### config.mk
export PLATFORM = sky130hd
export DESIGN_NAME = countdown_timer
export DESIGN_NICKNAME = d
export VERILOG_FILES = /design/src/rtl/game_pkg.sv /design/src/rtl/edge_tick.sv /design/src/rtl/countdown_timer.sv
export SDC_FILE = /design/constraint.sdc
export NUM_CORES = 1
export LEC_CHECK = 0
export CORE_MARGIN = 2
export CORE_UTILIZATION = 55
export CTS_CLUSTER_SIZE = 30
export DETAILED_ROUTE_END_ITERATION = 10
export PLACE_DENSITY = 0.85
export SLEW_MARGIN = 20
export SYNTH_ARGS = -nofsm -noshare
export SYNTH_HDL_FRONTEND = slang
export SYNTH_SLANG_ARGS = --single-unit
export TNS_END_PERCENT = 20
### constraint.sdc
create_clock -name clk -period 4.7 [get_ports clk]
set_clock_uncertainty 0.1 [all_clocks]
set_input_delay 0.94 -clock clk [delete_from_list [all_inputs] [get_ports clk]]
set_output_delay 0.94 -clock clk [all_outputs]
set_load 0.01 [all_outputs]
### src/rtl/game_pkg.sv
// Shared types and helpers for the game-control blocks: FSM states, BCD widths
// and the binary-to-two-digit-BCD conversion.
package game_pkg;

    typedef enum logic [1:0] {IDLE, RUN, PAUSE, DONE} state_t;

    localparam int unsigned BCD_W   = 4;
    localparam int unsigned SEC_W   = 7;
    localparam int unsigned MAX_SEC = 99;

    typedef struct packed {
        logic [BCD_W-1:0] tens;
        logic [BCD_W-1:0] ones;
    } bcd2_t;

    // Callers clamp to 0..99 first so tens stays a legal digit.
    function automatic bcd2_t bin_to_bcd2(input logic [SEC_W-1:0] v);
        bcd2_t r;
        r.tens = BCD_W'(v / SEC_W'(10));
        r.ones = BCD_W'(v % SEC_W'(10));
        return r;
    endfunction

endpackage

### src/rtl/edge_tick.sv
// Rising-edge detector for a clk-domain level; history resets high so a level
// already high at reset release is not mistaken for an edge.
module edge_tick (
    input  logic clk,
    input  logic rst,
    input  logic in,
    output logic pulse,
    output logic rise_c
);

    logic r_q;
    logic r_qq;

    assign rise_c = r_q & ~r_qq;

    always_ff @(posedge clk) begin
        if (rst) begin
            r_q   <= 1'b1;
            r_qq  <= 1'b1;
            pulse <= 1'b0;
        end else begin
            r_q   <= in;
            r_qq  <= r_q;
            pulse <= rise_c;
        end
    end

endmodule

### src/rtl/countdown_timer.sv
// Start/pause-able seconds countdown driven by slow_clk rising edges, with
// two-digit BCD display outputs and timeout/expired flags for game control.
module countdown_timer
    import game_pkg::*;
#(
    parameter int unsigned TICKS_PER_SEC = 10,
    parameter int unsigned MAX_SEC       = game_pkg::MAX_SEC
) (
    input  logic             clk,
    input  logic             rst,
    input  logic             slow_clk,
    input  logic             start,
    input  logic             pause,
    input  logic [SEC_W-1:0] load_sec,
    output logic             tick,
    output logic [BCD_W-1:0] sec_tens,
    output logic [BCD_W-1:0] sec_ones,
    output logic             running,
    output logic             expired,
    output logic             timeout
);

    localparam int unsigned      SUB_W    = 8;
    localparam logic [SUB_W-1:0] SUB_LAST = SUB_W'(TICKS_PER_SEC - 1);
    localparam logic [SEC_W-1:0] LOAD_MAX = SEC_W'(MAX_SEC);

    state_t           r_state;
    state_t           w_state_nxt;
    bcd2_t            r_digits;
    bcd2_t            w_digits_nxt;
    bcd2_t            w_dec;
    bcd2_t            w_load_bcd;
    logic [SEC_W-1:0] w_load;
    logic [SUB_W-1:0] r_subcnt;
    logic [SUB_W-1:0] w_sub_nxt;
    logic             w_rise;
    logic             w_to_done;
    logic             w_running_nxt;
    logic             w_expired_nxt;
    logic             w_timeout_nxt;

    edge_tick u_edge_tick (
        .clk    (clk),
        .rst    (rst),
        .in     (slow_clk),
        .pulse  (tick),
        .rise_c (w_rise)
    );

    assign w_load     = (load_sec > LOAD_MAX) ? LOAD_MAX : load_sec;
    assign w_load_bcd = bin_to_bcd2(w_load);
    assign sec_tens   = r_digits.tens;
    assign sec_ones   = r_digits.ones;

    // BCD borrow; only applied in RUN, where the value is never 00.
    always_comb begin
        w_dec = r_digits;
        if (r_digits.ones == '0) begin
            w_dec.ones = BCD_W'(9);
            w_dec.tens = BCD_W'(r_digits.tens - BCD_W'(1));
        end else begin
            w_dec.ones = BCD_W'(r_digits.ones - BCD_W'(1));
        end
    end

    always_ff @(posedge clk) begin
        if (rst) begin
            r_state <= IDLE;
        end else begin
            r_state <= w_state_nxt;
        end
    end

    // start outranks everything; a tick is counted before a coincident pause.
    always_comb begin
        w_state_nxt  = r_state;
        w_digits_nxt = r_digits;
        w_sub_nxt    = r_subcnt;
        w_to_done    = 1'b0;
        if (start) begin
            w_digits_nxt = w_load_bcd;
            w_sub_nxt    = '0;
            if (w_load == '0) begin
                w_state_nxt = DONE;
                w_to_done   = 1'b1;
            end else begin
                w_state_nxt = RUN;
            end
        end else begin
            case (r_state)
                RUN: begin
                    if (w_rise) begin
                        if (r_subcnt == SUB_LAST) begin
                            w_sub_nxt    = '0;
                            w_digits_nxt = w_dec;
                            if (w_dec == '0) begin
                                w_state_nxt = DONE;
                                w_to_done   = 1'b1;
                            end
                        end else begin
                            w_sub_nxt = SUB_W'(r_subcnt + SUB_W'(1));
                        end
                    end
                    if (pause && !w_to_done) begin
                        w_state_nxt = PAUSE;
                    end
                end
                PAUSE: begin
                    if (pause) begin
                        w_state_nxt = RUN;
                    end
                end
                default: begin
                end
            endcase
        end
    end

    always_comb begin
        w_running_nxt = (w_state_nxt == RUN);
        w_expired_nxt = (w_state_nxt == DONE);
        w_timeout_nxt = w_to_done;
    end

    always_ff @(posedge clk) begin
        if (rst) begin
            r_digits <= '0;
            r_subcnt <= '0;
            running  <= 1'b0;
            expired  <= 1'b0;
            timeout  <= 1'b0;
        end else begin
            r_digits <= w_digits_nxt;
            r_subcnt <= w_sub_nxt;
            running  <= w_running_nxt;
            expired  <= w_expired_nxt;
            timeout  <= w_timeout_nxt;
        end
    end

endmodule

After elaboration in Yosys (flattened, before gate mapping)
Cells that the tools add are included.
{ "totals": {"reg_bits": 24, "latchBits": 0, "ram_bits": 0, "rom_bits": 0, "elab_cells": 58, "n_memories": 0} }
{ "op_classes": {"add_sub_neg": 3, "multipliers": 0, "n_div": 2, "order_cmp": 1, "n_eq_ne": 5, "shifts": 0, "mux": 24, "n_bitwise": 2, "n_reduce_logical": 11} }
{ "ops": {"columns": ["cell", "n"], "rows": [
  ["$mux 8", 5],
  ["$mux 2", 7],
  ["$add 8x1->8 const B", 1],
  ["$eq 8x4->1 const B", 1],
  ["$logic_not 8->1", 1],
  ["$mux 1", 8],
  ["$mux 4", 2],
  ["$sub 4x1->4 const B", 2],
  ["$div 7x4->7 const B", 1],
  ["$gt 7x7->1 const B", 1],
  ["$logic_not 7->1", 1],
  ["$mod 7x4->7 const B", 1],
  ["$mux 7", 1],
  ["$reduce_bool 2->1", 3],
  ["$eq 2x1->1 const B", 2],
  ["$eq 2x2->1 const B", 2],
  ["$logic_not 4->1", 1],
  ["$pmux 2 s2", 1],
  ["$reduce_and 3->1", 1],
  ["$reduce_and 2->1", 1],
  ["$reduce_or 2->1", 1],
  ["$and 1x1->1", 1],
  ["$logic_and 1x1->1", 1],
  ["$logic_not 1->1", 1],
  ["$not 1->1", 1]
]} }

Logic depth before layout (Yosys ltp)
{ "depth": {"ltp_word": 14, "depth_mapped": 13, "depth_no_buf": 12} }

Modules after synthesis
Synthesis repeated with hierarchy kept, for this count alone.
{ "hier_totals": {"hier_cells": 240, "area_unflattened_um2": 1861.8} }
{ "modules_own_cells": {"columns": ["module", "n_inst", "cells_each", "area_each_um2", "seq_area_each_um2"], "rows": [
  ["countdown_timer", 1, 233, 1770.4, 420.4],
  ["edge_tick", 1, 7, 91.3, 60.1]
]} }

Worst setup path before layout
No wires, ideal clock.
{ "synth_path": {"path_type": "in2reg", "from": "input port load_sec[5]", "to": "register r_digits, in the netlist sec_ones[2]", "setup_ns": 0.088, "t_arrival_ns": 3.652, "slack_ns": 0.860, "path_stages": 13, "path_buffers": 1, "path_cell_list": "clkbuf_1 nand2_1 and2_1 ha_1 or2_0 and3_1 a211oi_1 o31a_1 xnor2_1 ha_1 o221ai_2 a22o_1 a311oi_2"} }
{ "synth_between": {"elab_chain_cells": 4} }
{ "synth_lines": {"columns": ["item", "line_no", "text"], "rows": [
  ["start: declaration", "countdown_timer.sv:14", "input logic [SEC_W-1:0] load_sec,"],
  ["$gt 7x7->1", "countdown_timer.sv:50", "assign w_load = (load_sec > LOAD_MAX) ? LOAD_MAX : load_sec;"],
  ["$mux 7 (*)", "countdown_timer.sv:50", null],
  ["$mod 7x4->7 (*)", "game_pkg.sv:20", "r.ones = BCD_W'(v % SEC_W'(10));"],
  ["$mux 8 (*)", "countdown_timer.sv:80", "if (start) begin"],
  ["end signal: assignment", "countdown_timer.sv:133", "r_digits <= w_digits_nxt;"],
  ["end: declaration", "countdown_timer.sv:29", "bcd2_t r_digits;"]
]} }
Every way passes the cells marked *; elsewhere a longest branch is shown, timed or not.
A chain may end at the register's enable or synchronous reset.

Final worst setup path
{ "layout_path": {"from": "input port load_sec[6]", "to": "register r_digits, in the netlist sec_ones[2]"} }
Same word-level chain as after synthesis.

==> summary.txt <==
Run status
  – Outcome: completed

Clock network
  – Post-cts resize count: 0
  – Worst-Skew Late Latency: 0.33 ns
  – Total CTS buffers: 3
  – Cts hold-fix bufs: 0
  – Clk buf depth: 2
  – Postcts setup bufs: 0
  – H-tree depth: 1
  – Clk slew on worst S/H paths: 0.14 ns
  – TritonCTS Sinks: 24
  – TritonCTS clock tree: yes
  – Root Driver: clkbuf_4

Timing
  – Max Slew Vio Count: 0
  – Minimum clock period: 4.250 ns
  – Fmax: 235.3 MHz
  – Final Hold Viols: 0
  – Slew margin rel.: 48.92%
  – Worst-margin pin slew: 0.7646 ns
  – Final Cycle Share: 90.43%
  – TNS Setup: 0 ns
  – RSZ-0062 raised after global routing: no
  – Final Setup Violations: 0

Finish
  – Share of cells above drive strength 1: 10.11%
  – Layout area overhead: 18.44%
  – Antenna fix cells: 0
  – Most frequent cells in the layout: nor2_1, dfxtp_1, clkdlybuf4s50_1
  – FILL cells: 278
  – NumNets Final: 289
  – FF+latch area: 480.5 sq um
  – Commonest non-fill, non-tap cell in the layout: nor2_1
  – Multi-input gate area: 1303 sq um

Synth
  – Asr flop ratio synth: 0%
  – Sequential cell area fraction in the yosys report: 25.75%
  – Main flop type after synthesis: dfxtp_1
  – Post-synth EDFFs: 0
  – Synthesized area: 1866 sq um
  – Mapped Avg Cell Area: 7.646 sq um
  – YS warnings: 0
  – Post-Syn Nets: 265
  – Unique masters post-synth: 60
  – Synth Register Bits: 24
  – Post-Synthesis Cells: 244

Power and ir drop
  – Sw Share: 30.29%
  – P_leak: 0.8325 nW
  – P_int: 374.3 uW
  – Peak supply drop: 0.1814 mV
  – Logic pwr share: 29.9%
  – Sequential power share: 41.6%
  – Power Density: 243.0 nW/um^2
  – Clk pwr share: 28.5%
  – Final total power: 536.9 uW
  – Sw power: 162.6 uW

Setup path
  – FF-to-FF path depth: 8
  – WP data required: 4.84 ns
  – Crit. End Element: register
  – CP Class: in -> reg
  – Setup crit start kind: input port
  – Reg-to-Reg End: sec_tens[3]$_SDFFE_PP0P_
  – Worst EP arrival: 4.39 ns
  – Worst reg-to-reg setup slack: 2.06 ns
  – Crit Reg-Reg Startpoint: sec_ones[0]$_SDFFE_PP0P_
  – Max FO, Critical Path: 14

Route
  – Iteration-0 DRC Markers: 83
  – Met1 Wirelength: 1904 um
  – Vias: 1860
  – Wire length on met3: 200 um
  – Final wirelength: 4196 um
  – Top Metal Used: met4
  – Met2 WL: 2015 um
  – Drt first pass iters: 4
  – DR vias/cell: 5.942
  – Routed WL per cell: 13.41 um
  – Drt drc: 0
  – Post-route ant nets: 0

Floorplan
  – Die height: 62.24 um
  – Die ar.: 3874 sq um
  – Row count: 21
  – Die X: 62.24 um
  – Initial Util: 56.80%
  – Core Area: 3284 sq um
  – IO Pins: 24

Placement
  – DP HPWL: 3175 um
  – Gp weighted congestion: 0.9319
  – Port Buffer Count: 23

Global route
  – Initial antenna violation count: 0
  – Total global-route track usage: 22.32%
  – Vias in the first global route: 1727
  – Largest net degree at the start of global routing: 18
  – GRT overflow: 0
  – First-pass GRT wire length: 7286 um

Run
  – Max Cap Viol: 0

Worst hold path
  – Min-delay src: u_edge_tick.r_qq$_SDFF_PP1_
  – Min-Delay Endpoint: u_edge_tick.pulse$_SDFF_PP0_
  – Hold Path Class: reg -> reg
  – Min-Delay Path Depth: 1
area by class of cell:
cell class	instances	share of cell area (%)
multi-input cells	198	58.95
clock buffers	3	1.019
inverters	13	2.208
repair buffers	28	12.12
well taps	46	2.605
clock inverters	1	1.359
flip-flops and latches	24	21.74
metal layers:
metal	GRT usage, %	vias up
met1	27.42	844
met4	6.944	0
met2	40.08	60
li1	-	946
met3	3.442	10
met5	0	-
through the flow:
stage,setup WS (ns),util (%),hold slack [ns],cell area [sq um],std cells
floorplan,0.8600,-,0.3177,1866,244
global placement,0.2858,65.68,0.3379,2157,309
detailed placement,0.1593,65.68,0.3361,2157,309
CTS,0.4796,67.28,0.3397,2210,313
global route,0.2175,67.28,0.3633,2210,313
finish,0.4499,67.28,0.3437,2210,313
power by group through the flow:
| stage | clock network, mW | logic (mW) | registers, mW |
|---|---|---|---|
| 2_1_floorplan | 0 | 0.105 | 0.229 |
| 3_3_place_gp | 0 | 0.156 | 0.227 |
| 3_5_place_dp | 0 | 0.157 | 0.228 |
| 4_1_cts | 0.155 | 0.159 | 0.223 |
| 5_1_grt | 0.160 | 0.177 | 0.225 |
| 6_report | 0.153 | 0.160 | 0.223 |
state kept, by name (all words and copies together) (netlist names):
register	count
r_subcnt	8
sec_ones	4
sec_tens	4
r_state	2
expired	1
running	1
timeout	1
u_edge_tick.pulse	1
u_edge_tick.r_q	1
u_edge_tick.r_qq	1
worst max-delay path by stage:
stage,depth (start not counted),to,from
after global routing,13,sec_ones[2]$_SDFFE_PP0P_,load_sec[6]
final,13,sec_ones[2]$_SDFFE_PP0P_,load_sec[6]
after global placement,13,sec_ones[2]$_SDFFE_PP0P_,load_sec[6]
after floorplan,13,sec_ones[2]$_SDFFE_PP0P_,load_sec[5]
after CTS,13,sec_ones[2]$_SDFFE_PP0P_,load_sec[6]
after detailed placement,13,sec_ones[2]$_SDFFE_PP0P_,load_sec[6]
Yosys cell counts, types with 2 or more instances:
cell,n,area (sq um)
and3b_1,3,26.28
or2_0,2,12.51
xnor2_1,4,35.03
o31ai_1,3,22.52
nor4b_1,2,17.52
or2_2,3,18.77
a211oi_1,6,45.04
nor3b_1,3,22.52
nor4_1,2,12.51
a31oi_1,4,25.02
or4_1,2,15.01
ha_1,9,112.6
nand2_1,11,41.29
o21ai_0,10,50.05
a21oi_1,12,60.06
nor3_1,13,65.06
nand3_1,6,30.03
o31a_1,2,17.52
dfxtp_1,24,480.5
nor2_1,39,146.4
and3_1,4,25.02
nand3b_1,4,30.03
xor2_1,6,52.55
clkbuf_1,9,33.78
or3_1,2,12.51
a311oi_1,2,17.52
o21a_1,2,15.01
mux2_2,3,33.78
and2_1,3,18.77
nand2b_1,4,25.02
inv_1,12,45.04
nor2b_1,4,25.02
o21ba_2,2,20.02
cells by family (layout without fill, tap and decap cells):
group                    after synthesis  after routing  synth area share, %
AND/OR/NAND/NOR                      114            114                32.86
AO/OA/AOI/OAI                         61             61                23.88
flip-flops                            24             24                25.75
buffers and inverters                 22             45                4.426
XOR/XNOR                              10             10                4.695
adder cells (fa/ha/maj)                9              9                6.036
multiplexers                           4              4                2.347
worst max-delay path: stages:
cell	delay [ns]
clkdlybuf4s50_1	0.69
and2_1	0.27
nor2_1	0.07
ha_1	0.29
or2_0	0.24
and3_1	0.19
a211oi_1	0.40
o31a_1	0.28
xnor2_1	0.15
ha_1	0.23
o221ai_2	0.14
a22o_1	0.26
a311oi_2	0.24
Power figures use the tool's default switching activity.
==> variant (same settings) <==
Remove the register `timeout`: a continuous assignment takes its place, so the output `timeout` follows one clock earlier.
--- a/src/rtl/countdown_timer.sv
+++ b/src/rtl/countdown_timer.sv
@@ -130,3 +130,2 @@
             expired  <= 1'b0;
-            timeout  <= 1'b0;
         end else begin
@@ -136,3 +135,2 @@
             expired  <= w_expired_nxt;
-            timeout  <= w_timeout_nxt;
         end
@@ -140,2 +138,4 @@
 
+    assign timeout = w_timeout_nxt;
+
 endmodule
Function: changed (Yosys sat finds a counterexample within 4 cycles, from zero or initial values and one cycle with rst high).
==> variant against the original RTL <==
- register-to-register slack improved by 20 ps
- die area shrank 0.13%
- clock power fell by 37%
- routed wire length grew 8.3%
- synthesized area shrank 0.13%
- power is 9.4% lower
- setup slack got worse by 21 ps
- sequential cell count shrank 1
- maximum frequency decreased by 0.49%
- final area fell by 3.5%
- sequential power down 3%
- critical path type unchanged
- critical endpoint is now sec_ones[1]
- largest power group unchanged
==> variant: results (changes against the original RTL) <==
status finished clean (unchanged); Mean Syn Cell Area 7.67 sq um (was 7.65 sq um); Net Count, Synth 264 (was 265); register share of the cell area 21.6% (was 21.7%); first-pass GRT wire length 7690 um (was 7290 um); clock buffers 4 (was 3); post-DP HPWL 3360 um (was 3170 um); CP endpoint sec_ones[1] (was sec_ones[2]); WL per Instance 14.8 um (was 13.4 um); placed cell count 304 (was 309); Final period util 90.9% (was 90.4%); flop2flop setup slack 2080 ps (was 2060 ps); GRT met1 Usage 30.8% (was 27.4%); FF-to-FF End running (was sec_tens[3]); GRT met2 Usage 41.0% (was 40.1%); Reg2Reg Depth 9 (was 8); share of cells above drive strength 1 8.78% (was 10.1%); worst-skew pair later-pin latency 330 ps (about the same); final wirelength 4540 um (was 4200 um); #MultiIn Comb 193 (was 198); Switching Power 0.000166 W (was 0.000163 W); Worst Path Max Fanout 7 (was 14); sequential share of the synthesized area 24.7% (was 25.8%); nets 284 (was 289); met3 WL 314 um (was 200 um); Max-slew headroom 58.6% (was 48.9%); clock power share 19.8% (was 28.5%); worst vdd ir 0.110 mV (was 0.181 mV); adder-cell area share of the yosys netlist 6.04% (about the same); Non-clock buffer share 12.6% (was 12.1%); vias in the first global route 1,716 (was 1,727); WL met1 1940 um (was 1900 um); placed instance area 2110 sq um (was 2160 sq um); XOR/XNOR Fraction of Synth Area 5.17% (was 4.69%); Area contributors post-synth dfxtp_1, ha_1, nor2_1, a21oi_1, nand2_1 (was dfxtp_1, nor2_1, ha_1, nor3_1, a21oi_1); GR Layer Usage met3 4.35% (was 3.44%); Leakage Power 0.808 nW (was 0.832 nW); Largest Register r_subcnt (unchanged); FILL cells 299 (was 278); Synth top cells by count nor2_1, dfxtp_1, nand2_1, a21oi_1, inv_1 (was nor2_1, dfxtp_1, nor3_1, a21oi_1, inv_1); Compound-Gate Fraction of Synth Area 23.7% (was 23.9%); routability-driven placement congestion ratio 0.908 (was 0.932); routed vias/inst 6.06 (was 5.94); mux cell area share after synthesis 1.81% (was 2.35%); Power Sequential 0.000217 W (was 0.000223 W); CP max stage delay 440 ps (was 690 ps); synthesized flop and latch total 23 (was 24); area occupied by multi-input gates 1270 sq um (was 1300 sq um); hold slack 344 ps (about the same); CP arrival 4460 ps (was 4390 ps); largest family of logic cells by synthesized area simple AND/OR/NAND/NOR gates (unchanged); worst r2r src sec_ones[1] (was sec_ones[0]); routed wl met2 2230 um (was 2020 um); P per Cell Area 228 nW/um^2 (was 243 nW/um^2); Min-Delay Endpoint u_edge_tick.pulse (unchanged); drt initial violations 85 (was 83); max reg flops 8 (unchanged); Non-clock inverters 14 (was 13)
[variant: cell types whose count changed after synthesis, sizes merged, moves of 4 or more]
| cell | before | now |
|---|---|---|
| o22ai | 1 | 5 |
| a211oi | 6 | 1 |
| buf | 0 | 8 |
| nand4 | 1 | 7 |
| clkbuf | 9 | 5 |
| nand2 | 11 | 19 |
| nand3 | 7 | 3 |
| nor3 | 13 | 9 |
| nor2 | 39 | 30 |
[variant: critical path, delay by kind of cell]
family / cells / cell delay [ps]
multiplexers: 1 / 360
XOR/XNOR: 1 / 160
AO/OA/AOI/OAI: 6 / 1120
AND/OR/NAND/NOR: 5 / 870
buffers and inverters: 1 / 440
adder cells (fa/ha/maj): 2 / 560
[variant: cells by family after synthesis]
family,Yosys count
multiplexers,2
buffers and inverters,27
flip-flops,23
XOR/XNOR,11
AND/OR/NAND/NOR,107
adder cells (fa/ha/maj),9
AO/OA/AOI/OAI,64
